===== src/rtl/panel_scan_driver_if.sv =====
// Bus between the scan driver, the upstream column mux and the LED panel drivers.
// SCROLL_PAUSE_EN adds the PAUSE input to the driver.
interface panel_scan_driver_if;
    logic [6:0] SEL;
    logic [6:0] D_IN;
    logic       SER_DATA;
    logic       SER_CLK;
    logic       LATCH;
    logic [6:0] ROW_N;
    logic [6:0] OFFSET;
    logic       FRAME_DONE;
`ifdef SCROLL_PAUSE_EN
    logic       PAUSE;
`endif

    modport master (
`ifdef SCROLL_PAUSE_EN
        input  PAUSE,
`endif
        input  D_IN,
        output SEL,
        output SER_DATA,
        output SER_CLK,
        output LATCH,
        output ROW_N,
        output OFFSET,
        output FRAME_DONE
    );

    modport slave (
`ifdef SCROLL_PAUSE_EN
        output PAUSE,
`endif
        output D_IN,
        input  SEL,
        input  SER_DATA,
        input  SER_CLK,
        input  LATCH,
        input  ROW_N,
        input  OFFSET,
        input  FRAME_DONE
    );
endinterface


===== src/rtl/panel_scan_driver.sv =====
// Scrolling 7-row LED panel scanner: loads a column window from the mux, shifts it out row by row.
// SCROLL_PAUSE_EN adds a PAUSE input that freezes scrolling while scanning continues.
module panel_scan_driver #(
    parameter int NUM_COLS   = 24,
    parameter int MSG_COLS   = 48,
    parameter int ROW_DWELL  = 2000,
    parameter int SCROLL_DIV = 5000000
) (
    input  logic                CLK,
    input  logic                RST,
    panel_scan_driver_if.master bus
);

    // state  | meaning
    // LOAD   | fetch NUM_COLS column words from the mux into the buffer
    // SHIFT  | serialise one row, last column first, two cycles per bit
    // LATCH  | one-cycle transfer of the shifted row to the column outputs
    // DWELL  | current row lit for ROW_DWELL cycles, then next row or frame end

    localparam int COL_W   = (NUM_COLS > 1) ? $clog2(NUM_COLS) : 1;
    localparam int DWELL_W = $clog2(ROW_DWELL + 1);
    localparam int DIV_W   = $clog2(SCROLL_DIV);

    localparam logic [COL_W-1:0]   LAST_COL   = COL_W'(NUM_COLS - 1);
    localparam logic [COL_W-1:0]   COL_ONE    = COL_W'(1);
    localparam logic [DWELL_W-1:0] DWELL_LAST = DWELL_W'(ROW_DWELL - 1);
    localparam logic [DWELL_W-1:0] DWELL_ONE  = DWELL_W'(1);
    localparam logic [DIV_W-1:0]   DIV_LAST   = DIV_W'(SCROLL_DIV - 1);
    localparam logic [DIV_W-1:0]   DIV_ONE    = DIV_W'(1);
    localparam logic [6:0]         LAST_OFF   = 7'(MSG_COLS + NUM_COLS - 1);

    typedef enum logic [1:0] {
        ST_LOAD,
        ST_SHIFT,
        ST_LATCH,
        ST_DWELL
    } state_t;

    state_t             state;
    logic [COL_W-1:0]   col;
    logic               phase;
    logic [2:0]         row;
    logic [DWELL_W-1:0] dwell_cnt;
    logic [6:0]         offset;
    logic [6:0]         col_buf [NUM_COLS];

    logic [6:0]         row_n;
    logic               ser_clk;
    logic               ser_data;
    logic               latch;
    logic               frame_done;

    logic [DIV_W-1:0]   div_cnt;
    logic               pending;
    logic               div_tc;
    logic               frame_end;
    logic               consume;
    logic               pause;

`ifdef SCROLL_PAUSE_EN
    assign pause = bus.PAUSE;
`else
    assign pause = 1'b0;
`endif

    assign div_tc    = (div_cnt == DIV_LAST);
    assign frame_end = (state == ST_DWELL) && (dwell_cnt == '0) && (row == 3'd6);
    assign consume   = frame_end && pending && !pause;

    assign bus.SEL        = offset + 7'(col);
    assign bus.ROW_N      = row_n;
    assign bus.SER_CLK    = ser_clk;
    assign bus.SER_DATA   = ser_data;
    assign bus.LATCH      = latch;
    assign bus.OFFSET     = offset;
    assign bus.FRAME_DONE = frame_done;

    // A terminal count wins over consumption so a tick landing on the frame-end cycle is kept.
    always_ff @(posedge CLK) begin
        if (RST) begin
            div_cnt <= '0;
            pending <= 1'b0;
        end else if (!pause) begin
            div_cnt <= div_tc ? '0 : div_cnt + DIV_ONE;
            if (div_tc) begin
                pending <= 1'b1;
            end else if (consume) begin
                pending <= 1'b0;
            end
        end
    end

    always_ff @(posedge CLK) begin
        if (RST) begin
            state      <= ST_LOAD;
            col        <= '0;
            phase      <= 1'b0;
            row        <= '0;
            dwell_cnt  <= '0;
            offset     <= '0;
            row_n      <= 7'h7F;
            ser_clk    <= 1'b0;
            ser_data   <= 1'b1;
            latch      <= 1'b0;
            frame_done <= 1'b0;
            for (int i = 0; i < NUM_COLS; i++) begin
                col_buf[i] <= 7'h7F;
            end
        end else begin
            case (state)
                ST_LOAD: begin
                    col_buf[col] <= bus.D_IN;
                    if (col == LAST_COL) begin
                        // Last column is still in flight into the buffer, so take its bit from D_IN.
                        state    <= ST_SHIFT;
                        phase    <= 1'b0;
                        row      <= '0;
                        ser_data <= bus.D_IN[0];
                    end else begin
                        col <= col + COL_ONE;
                    end
                end

                ST_SHIFT: begin
                    if (!phase) begin
                        phase   <= 1'b1;
                        ser_clk <= 1'b1;
                    end else begin
                        phase   <= 1'b0;
                        ser_clk <= 1'b0;
                        if (col == '0) begin
                            state <= ST_LATCH;
                            latch <= 1'b1;
                        end else begin
                            col      <= col - COL_ONE;
                            ser_data <= col_buf[col - COL_ONE][row];
                        end
                    end
                end

                ST_LATCH: begin
                    latch      <= 1'b0;
                    state      <= ST_DWELL;
                    dwell_cnt  <= DWELL_LAST;
                    row_n      <= ~(7'd1 << row);
                    frame_done <= (row == 3'd6) && (ROW_DWELL == 1);
                end

                ST_DWELL: begin
                    if (dwell_cnt != '0) begin
                        dwell_cnt  <= dwell_cnt - DWELL_ONE;
                        frame_done <= (row == 3'd6) && (dwell_cnt == DWELL_ONE);
                    end else begin
                        row_n      <= 7'h7F;
                        frame_done <= 1'b0;
                        if (row == 3'd6) begin
                            state <= ST_LOAD;
                            col   <= '0;
                            row   <= '0;
                            if (consume) begin
                                offset <= (offset == LAST_OFF) ? 7'd0 : offset + 7'd1;
                            end
                        end else begin
                            state    <= ST_SHIFT;
                            row      <= row + 3'd1;
                            col      <= LAST_COL;
                            phase    <= 1'b0;
                            ser_data <= col_buf[LAST_COL][row + 3'd1];
                        end
                    end
                end

                default: state <= ST_LOAD;
            endcase
        end
    end

endmodule


===== src/flat_wrapper.sv =====
// flat-port wrapper written by rule: the top's interface ports become plain ports
module panel_scan_driver_flat 
#(
    parameter int NUM_COLS   = 24,
    parameter int MSG_COLS   = 48,
    parameter int ROW_DWELL  = 2000,
    parameter int SCROLL_DIV = 5000000
)
  (CLK, RST, bus_D_IN, bus_SEL, bus_SER_DATA, bus_SER_CLK, bus_LATCH, bus_ROW_N, bus_OFFSET, bus_FRAME_DONE);
  panel_scan_driver_if bus_i ();
  input  logic CLK;
  input  logic RST;
  input wire logic [$bits(bus_i.D_IN)-1:0] bus_D_IN;
  output wire logic [$bits(bus_i.SEL)-1:0] bus_SEL;
  output wire logic [$bits(bus_i.SER_DATA)-1:0] bus_SER_DATA;
  output wire logic [$bits(bus_i.SER_CLK)-1:0] bus_SER_CLK;
  output wire logic [$bits(bus_i.LATCH)-1:0] bus_LATCH;
  output wire logic [$bits(bus_i.ROW_N)-1:0] bus_ROW_N;
  output wire logic [$bits(bus_i.OFFSET)-1:0] bus_OFFSET;
  output wire logic [$bits(bus_i.FRAME_DONE)-1:0] bus_FRAME_DONE;
  assign bus_i.D_IN = bus_D_IN;
  assign bus_SEL = bus_i.SEL;
  assign bus_SER_DATA = bus_i.SER_DATA;
  assign bus_SER_CLK = bus_i.SER_CLK;
  assign bus_LATCH = bus_i.LATCH;
  assign bus_ROW_N = bus_i.ROW_N;
  assign bus_OFFSET = bus_i.OFFSET;
  assign bus_FRAME_DONE = bus_i.FRAME_DONE;
  panel_scan_driver #(.NUM_COLS(NUM_COLS), .MSG_COLS(MSG_COLS), .ROW_DWELL(ROW_DWELL), .SCROLL_DIV(SCROLL_DIV)) u_core (.CLK(CLK), .RST(RST), .bus(bus_i));
endmodule

===== config.mk =====
export PLATFORM = sky130hd
export DESIGN_NAME = panel_scan_driver_flat
export DESIGN_NICKNAME = d
export VERILOG_FILES = /design/src/rtl/panel_scan_driver_if.sv /design/src/rtl/panel_scan_driver.sv /design/src/flat_wrapper.sv
export SDC_FILE = /design/constraint.sdc
export NUM_CORES = 1
export LEC_CHECK = 0
export BUFFER_PORTS_ARGS = -buffer_cell sky130_fd_sc_hd__clkbuf_2
export CAP_MARGIN = 25
export CORE_MARGIN = 3
export CORE_UTILIZATION = 41
export CTS_CLUSTER_SIZE = 10
export DETAILED_ROUTE_END_ITERATION = 7
export PLACE_DENSITY = 0.6
export SLEW_MARGIN = 20
export SYNTH_ARGS = -nofsm -noshare
export SYNTH_HDL_FRONTEND = slang
export SYNTH_SLANG_ARGS = --single-unit
export TNS_END_PERCENT = 5

===== constraint.sdc =====
create_clock -name CLK -period 5.6 [get_ports CLK]
set_input_delay 0.84 -clock CLK [delete_from_list [all_inputs] [get_ports CLK]]
set_output_delay 0.84 -clock CLK [all_outputs]
set_load 0.02 [all_outputs]

* Yosys cells after proc, flatten, opt, wreduce, memory -nomap -nowiden
Memories as Yosys holds them, arrays and structs flattened.
Cells that the tools add are included.
** Cells by class
- $add $sub $neg :: 7
- Magnitude comparators :: 2
- Equal/unequal tests :: 16
- Shift operators :: 1
- Muxes and demuxes :: 51
- Bitwise gates (word level) :: 2
- Reductions and logical operators :: 24
** Operators by type and width (number)
- two-way mux 5 bit :: 6
- adder 23 x 1 -> 23 bit, second input constant :: 1
- equality test 23 bit, second input constant :: 1
- two-way mux 1 bit :: 23
- case mux 11 bit (2 select lines) :: 1
- two-way mux 7 bit :: 3
- case mux 5 bit (3 select lines) :: 1
- case mux 7 bit (2 select lines) :: 1
- AND reduction 4 bit :: 3
- equality test 11 x 1 -> 1 bit, second input constant :: 1
- zero test 11 bit :: 1
- two-way mux 11 bit :: 1
- nonzero test 11 bit :: 1
- subtractor 11 x 1 -> 11 bit, second input constant :: 1
- inequality test 2 bit, second input constant :: 5
- two-way mux 3 bit :: 3
- < comparator 3 x 4 -> 1 bit, second input constant :: 2
- two-way mux 2 bit :: 4
- case mux 2 bit (4 select lines) :: 1
- nonzero test 2 bit :: 4
- adder 7 x 1 -> 7 bit, second input constant :: 1
- adder 7 x 5 -> 7 bit :: 1
- equality test 7 bit, second input constant :: 1
- inverter 7 bit :: 1
- 24 further kinds :: 35
** Storage, ports and cells
- Register bits :: 64
- Memory bits (writable) :: 168
- Bits of input ports :: 9
- Output and inout port bits :: 25
- Word-level logic and storage cells :: 117
- Memories :: 1
** Memory list
- u_core.col_buf :: depth 24, bits a word 7, rd ports 2, clocked after memory_dff 0, write ports 24, RTL line panel_scan_driver.sv:45 : logic [6:0] col_buf [NUM_COLS];

* Longest topological paths before layout
An unclocked memory read counts as a cell.
- Depth after elaboration :: 7
- Mapped depth :: 16
- Mapped depth without buffers :: 9

* Worst setup path after synthesis
OpenSTA, ideal clock, no wires.
- Path type :: reg-to-reg
- From :: register u_core.col[0]
- To :: register u_core.ser_data, in the netlist u_core.bus.SER_DATA
- Library setup time :: 0.122 ns
- Arrival :: 3.853 ns
- Data required time :: 5.478 ns
- Path slack :: 1.625 ns
- Cell stages (with the launch flop) :: 15
- Buffers on the path :: 5
- Clock period less this slack :: 3.975 ns
- Cell sequence :: dfxtp_1 -> buf_6 -> buf_6 -> buf_6 -> buf_4 -> inv_1 -> ha_1 -> buf_2 -> xor2_1 -> mux4_2 -> mux2i_1 -> nor3_1 -> o32a_1 -> or4_1 -> a311o_1
** Between the ends
- Longest elaborated chain between the ends :: 7
- Elaborated cells on any way between the ends :: 12
- Classes of those cells :: 1 x add/sub; 3 x eq/ne; 5 x mux; 2 x reduce/logical; 1 x memory
** Ends and longest elaborated chain
- start, declared :: RTL line panel_scan_driver.sv:40 : logic [COL_W-1:0] col;
- start signal, assigned :: RTL line panel_scan_driver.sv:120 : col <= col + COL_ONE;
- start signal, assigned :: RTL line panel_scan_driver.sv:135 : col <= col - COL_ONE;
- subtractor 5 x 1 -> 5 bit :: RTL line panel_scan_driver.sv:136 : ser_data <= col_buf[col - COL_ONE][row];
- memory (24 x 7 bit)
- binary-select mux 1 bit (select 3 bit) :: RTL line panel_scan_driver.sv:136
- two-way mux 1 bit (implied by the code) :: RTL line panel_scan_driver.sv:136
- two-way mux 1 bit :: RTL line panel_scan_driver.sv:131 : if (col == '0) begin
- two-way mux 1 bit :: RTL line panel_scan_driver.sv:125 : if (!phase) begin
- case mux 1 bit (3 select lines) :: RTL line panel_scan_driver.sv:110 : case (state)
- end signal, assigned :: RTL line panel_scan_driver.sv:118 : ser_data <= bus.D_IN[0];
- end signal, assigned :: RTL line panel_scan_driver.sv:136
- end signal, assigned :: RTL line panel_scan_driver.sv:168 : ser_data <= col_buf[LAST_COL][row + 3'd1];
- end, declared :: RTL line panel_scan_driver.sv:49 : logic ser_data;
Several ways; a longest one is shown, not always the timed one. The select of a mux whose other input is x is not followed.
A chain may end at the register's enable or synchronous reset.

* Worst setup path in the final report
Ends and elaborated chain as after synthesis.

==> summary.md <==
| Metric | Value |
|---|---|
| Initial Util | 41.8% |
| Reg area | 0.00801 sq mm |
| Ys async rst share | 0% |
| Port Buffers | 33 |
| Final number of setup-violating endpoints | 0 |
| Setup ws final | 1.40 ns |
| HP Class | reg2reg |
| Fill count | 2882 |
| Antenna-violating nets left | 0 |
| Worst slack, placed | 1.42 ns |
| Adder-Cell Fraction of Synth Area | 2.25% |
| Final Wtd Congestion | 0.858 |
| Clk_skew | 0.0165 ns |
| Critical R2R Launch | u_core.col[0] |
| LEAKAGE | 4.40 nW |
| Multi-input logic area | 0.00530 sq mm |
| CTS Root Cell | clkbuf_16 |
| Period utilisation layout | 75.0% |
| Simple-gate share of the synthesized area | 17.1% |
| Slew margin rel. | 24.4% |
| Share of layout cells above drive strength 1 | 25.4% |
| Layout Utilization | 46.5% |
| Final hold violations | 0 |
| Avg Vias per Cell | 5.54 |
| WL final | 32.1 mm |
| Initial DRC count | 683 |
| Drc violations | 0 |
| Largest net degree at the start of global routing | 66 |
| Main combinational cell family by area after synthesis | simple AND/OR/NAND/NOR gates |
| GRT Total Usage | 18.1% |
| Post-CTS sizing | 0 |
| Final min period | 4.20 ns |
| Layout overhead on the synthesized area | 11.3% |
| Hold_sp | u_core.div_cnt[0] |
| Area of the mapped netlist | 0.0137 sq mm |
| Antenna violations before repair | 0 |
| Cell area power density | 397 mW/mm^2 |
| Total CTS buffers | 35 |
| GRT overflow | 0 |
| Post-synthesis cell count | 1044 |
| Worst Setup Path Type | reg2reg |
| #FFs+latches synth | 288 |
| Crit. End Element | register |
| Main flop type after synthesis | edfxtp_1 |
| Clock H-tree levels | 2 |
| Status | complete, no violations |
| Vias | 8458 |
| Max-cap violation count | 0 |
| Worst slew pin tran | 1.12 ns |
| Core area | 0.0328 sq mm |
| Maximum VDD drop | 0.222 mV |
| Req. time, crit path | 5.99 ns |
| Synth cell types | 69 |
| Compound-Gate Fraction of Synth Area | 4.92% |
| Slew Viols, Final | 0 |
| DR pass1 iterations | 5 |
| Die W | 189 um |
| N_diodes | 0 |
| CTS tree | built |
| Fin nets | 1095 |
| Crit path arrival time | 4.59 ns |
| Die height | 189 um |
| Hold_ws | 0.459 ns |
| Vias in the first global route | 8575 |
| Max Freq | 238 MHz |
| Top post-synthesis cells by area | edfxtp_1 49%, mux4_2 9.5%, dfxtp_1 9.3% |
| Crit Path Max Fanout | 33 |
| Mapped Nets | 1077 |
| Syn avg cell area | 13.1 sq um |
| Sequential area share after synthesis | 58.4% |
| Die area | 0.0357 sq mm |
| Multiplexer share of the synthesized area | 11.5% |
| IO Pins | 34 |
| First-pass GRT wire length | 50.3 mm |
| Largest area contributor in the netlist | edfxtp_1 |
| Post-CTS Setup Inserts | 0 |
| Yosys top cell area share | 49.1% |
| Post-CTS Hold Buffers | 0 |
| Sink Count | 288 |
| Post-DP HPWL | 20.7 mm |
| Number of synthesized flops with an enable pin | 224 |
| RSZ-0062 raised after global routing | no |
| Setup TNS | 0 ns |
| Clock insertion delay at the later pin of the skew report | 0.51 ns |
| Worst setup path startpoint | u_core.col[0] |
| Clock Tree Buf Depth | 3 |
| Xor/xnor share of the synthesized area | 2.88% |
| Crit start category | register |
| Clk slew on worst S/H paths | 0.06 ns |
| DR WL/cell | 21.0 um |
| Core Rows | 66 |
| Reg2Reg Setup Slack | 1.40 ns |
| Synth Warn # | 0 |
## logic make-up (layout without fill, tap and decap cells)
kind of cell / Yosys count / after routing
simple gates: 426 / 426
compound gates: 92 / 92
flops: 288 / 288
fa+ha+maj: 24 / 24
buf+inv: 86 / 127
xor+xnor: 45 / 45
mux: 83 / 83
## where the power goes
part,switching [mW],leakage [nW],internal [mW],total [mW]
clock network,0.845,0.499,1.23,2.08
logic,0.898,1.72,0.583,1.48
registers,0.109,2.18,2.39,2.49
## registers in the layout, summed over array words and instances (netlist names)
register,count
u_core.col_buf,224
u_core.state,2
u_core.bus.SER_CLK,1
u_core.pending,1
u_core.bus.FRAME_DONE,1
u_core.bus.LATCH,1
u_core.dwell_cnt,11
u_core.row,3
u_core.phase,1
u_core.bus.SER_DATA,1
u_core.col,5
u_core.bus.OFFSET,7
u_core.bus.ROW_N,7
u_core.div_cnt,23
## synth_stat cells, types with 4 or more instances
cell type,instances
edfxtp_1,224
mux2_2,6
a21oi_1,24
nor4_1,8
clkbuf_1,45
mux2i_1,18
a2111oi_0,4
nand2b_1,25
xnor2_1,22
a21o_1,5
o21ai_0,15
buf_1,7
nor2b_1,6
nor2_1,70
nand4_1,5
nand3b_1,4
mux4_2,58
and2_1,6
nand3_1,27
or3_1,59
a31oi_1,5
buf_6,5
or2_2,113
inv_1,19
nand2_1,56
buf_2,5
xor2_1,23
and3_1,12
ha_1,23
nor3_1,19
o21bai_1,4
dfxtp_1,64
a311oi_1,7
## final cells by class
cell class | instances | share of cell area [%]
tap | 442 | 3.63
clock buffer | 57 | 6.63
multi-input combinational | 670 | 34.7
clock inverter | 3 | 0.189
inverter | 19 | 0.468
sequential | 288 | 52.5
timing repair buffer | 48 | 1.85
## critical path, cell delays in order, from the launching register on
cell     delay (ns)
dfxtp_4        0.69
inv_1          0.28
ha_2           0.31
xor2_1         0.78
mux4_2         0.60
mux2i_1        0.20
nor3_1         0.08
o32a_1         0.34
or4_1          0.51
a311o_1        0.27
## worst paths after layout
| check | end | depth (start not counted) |
|---|---|---|
| worst max-delay path | u_core.bus.SER_DATA | 9 |
| worst min-delay path | u_core.div_cnt[0] | 1 |
| worst max register to register | u_core.bus.SER_DATA | 9 |
| worst min register to register | u_core.div_cnt[0] | 1 |
## metal layers
layer  track usage (%)  up-vias  share of wire [%]
met1              25.2     4224                 45
met4              6.19        0                3.2
li1                  -     3912                  -
met2              29.8      260                 47
met3              2.26       62                5.0
met5                 0        -                  0
## cells in the final DEF (no fill, tap or decap), types with 3 or more instances in the layout
cell type  count
inv_1         19
clkbuf_2      33
o21ai_0       15
nand3_1       27
a21oi_1       24
o21bai_1       4
mux4_2        58
edfxtp_1     224
a21o_1         5
buf_4         14
nand3b_1       4
dfxtp_1       63
a221oi_1       3
a311oi_1       7
a2111oi_0      4
ha_1          22
or4_1          3
nand2_1       56
nor2_1        70
clkbuf_1      19
and3_1        12
nor3_1        19
nand4_1        5
a31oi_1        5
nor2b_1        6
or3_1         59
nand2b_1      25
xnor2_1       22
or2_2        113
xor2_1        23
a211oi_1       3
mux2i_1       18
nor4_1         8
a22oi_1        3
mux2_2         6
clkbuf_16     37
and2_1         6
## per-stage QoR
| stage | total power, mW | instance area (sq um) | std cells |
|---|---|---|---|
| 4_1_cts | 6.08 | 15200 | 1526 |
| 5_1_grt | 6.30 | 15300 | 1527 |
| 3_3_place_gp | 3.99 | 14200 | 1466 |
| 2_1_floorplan | 3.61 | 13700 | 1044 |
| 3_5_place_dp | 4.01 | 14200 | 1466 |
| 6_report | 6.05 | 15300 | 1527 |
Note: power is estimated with default switching activity, not from simulation.
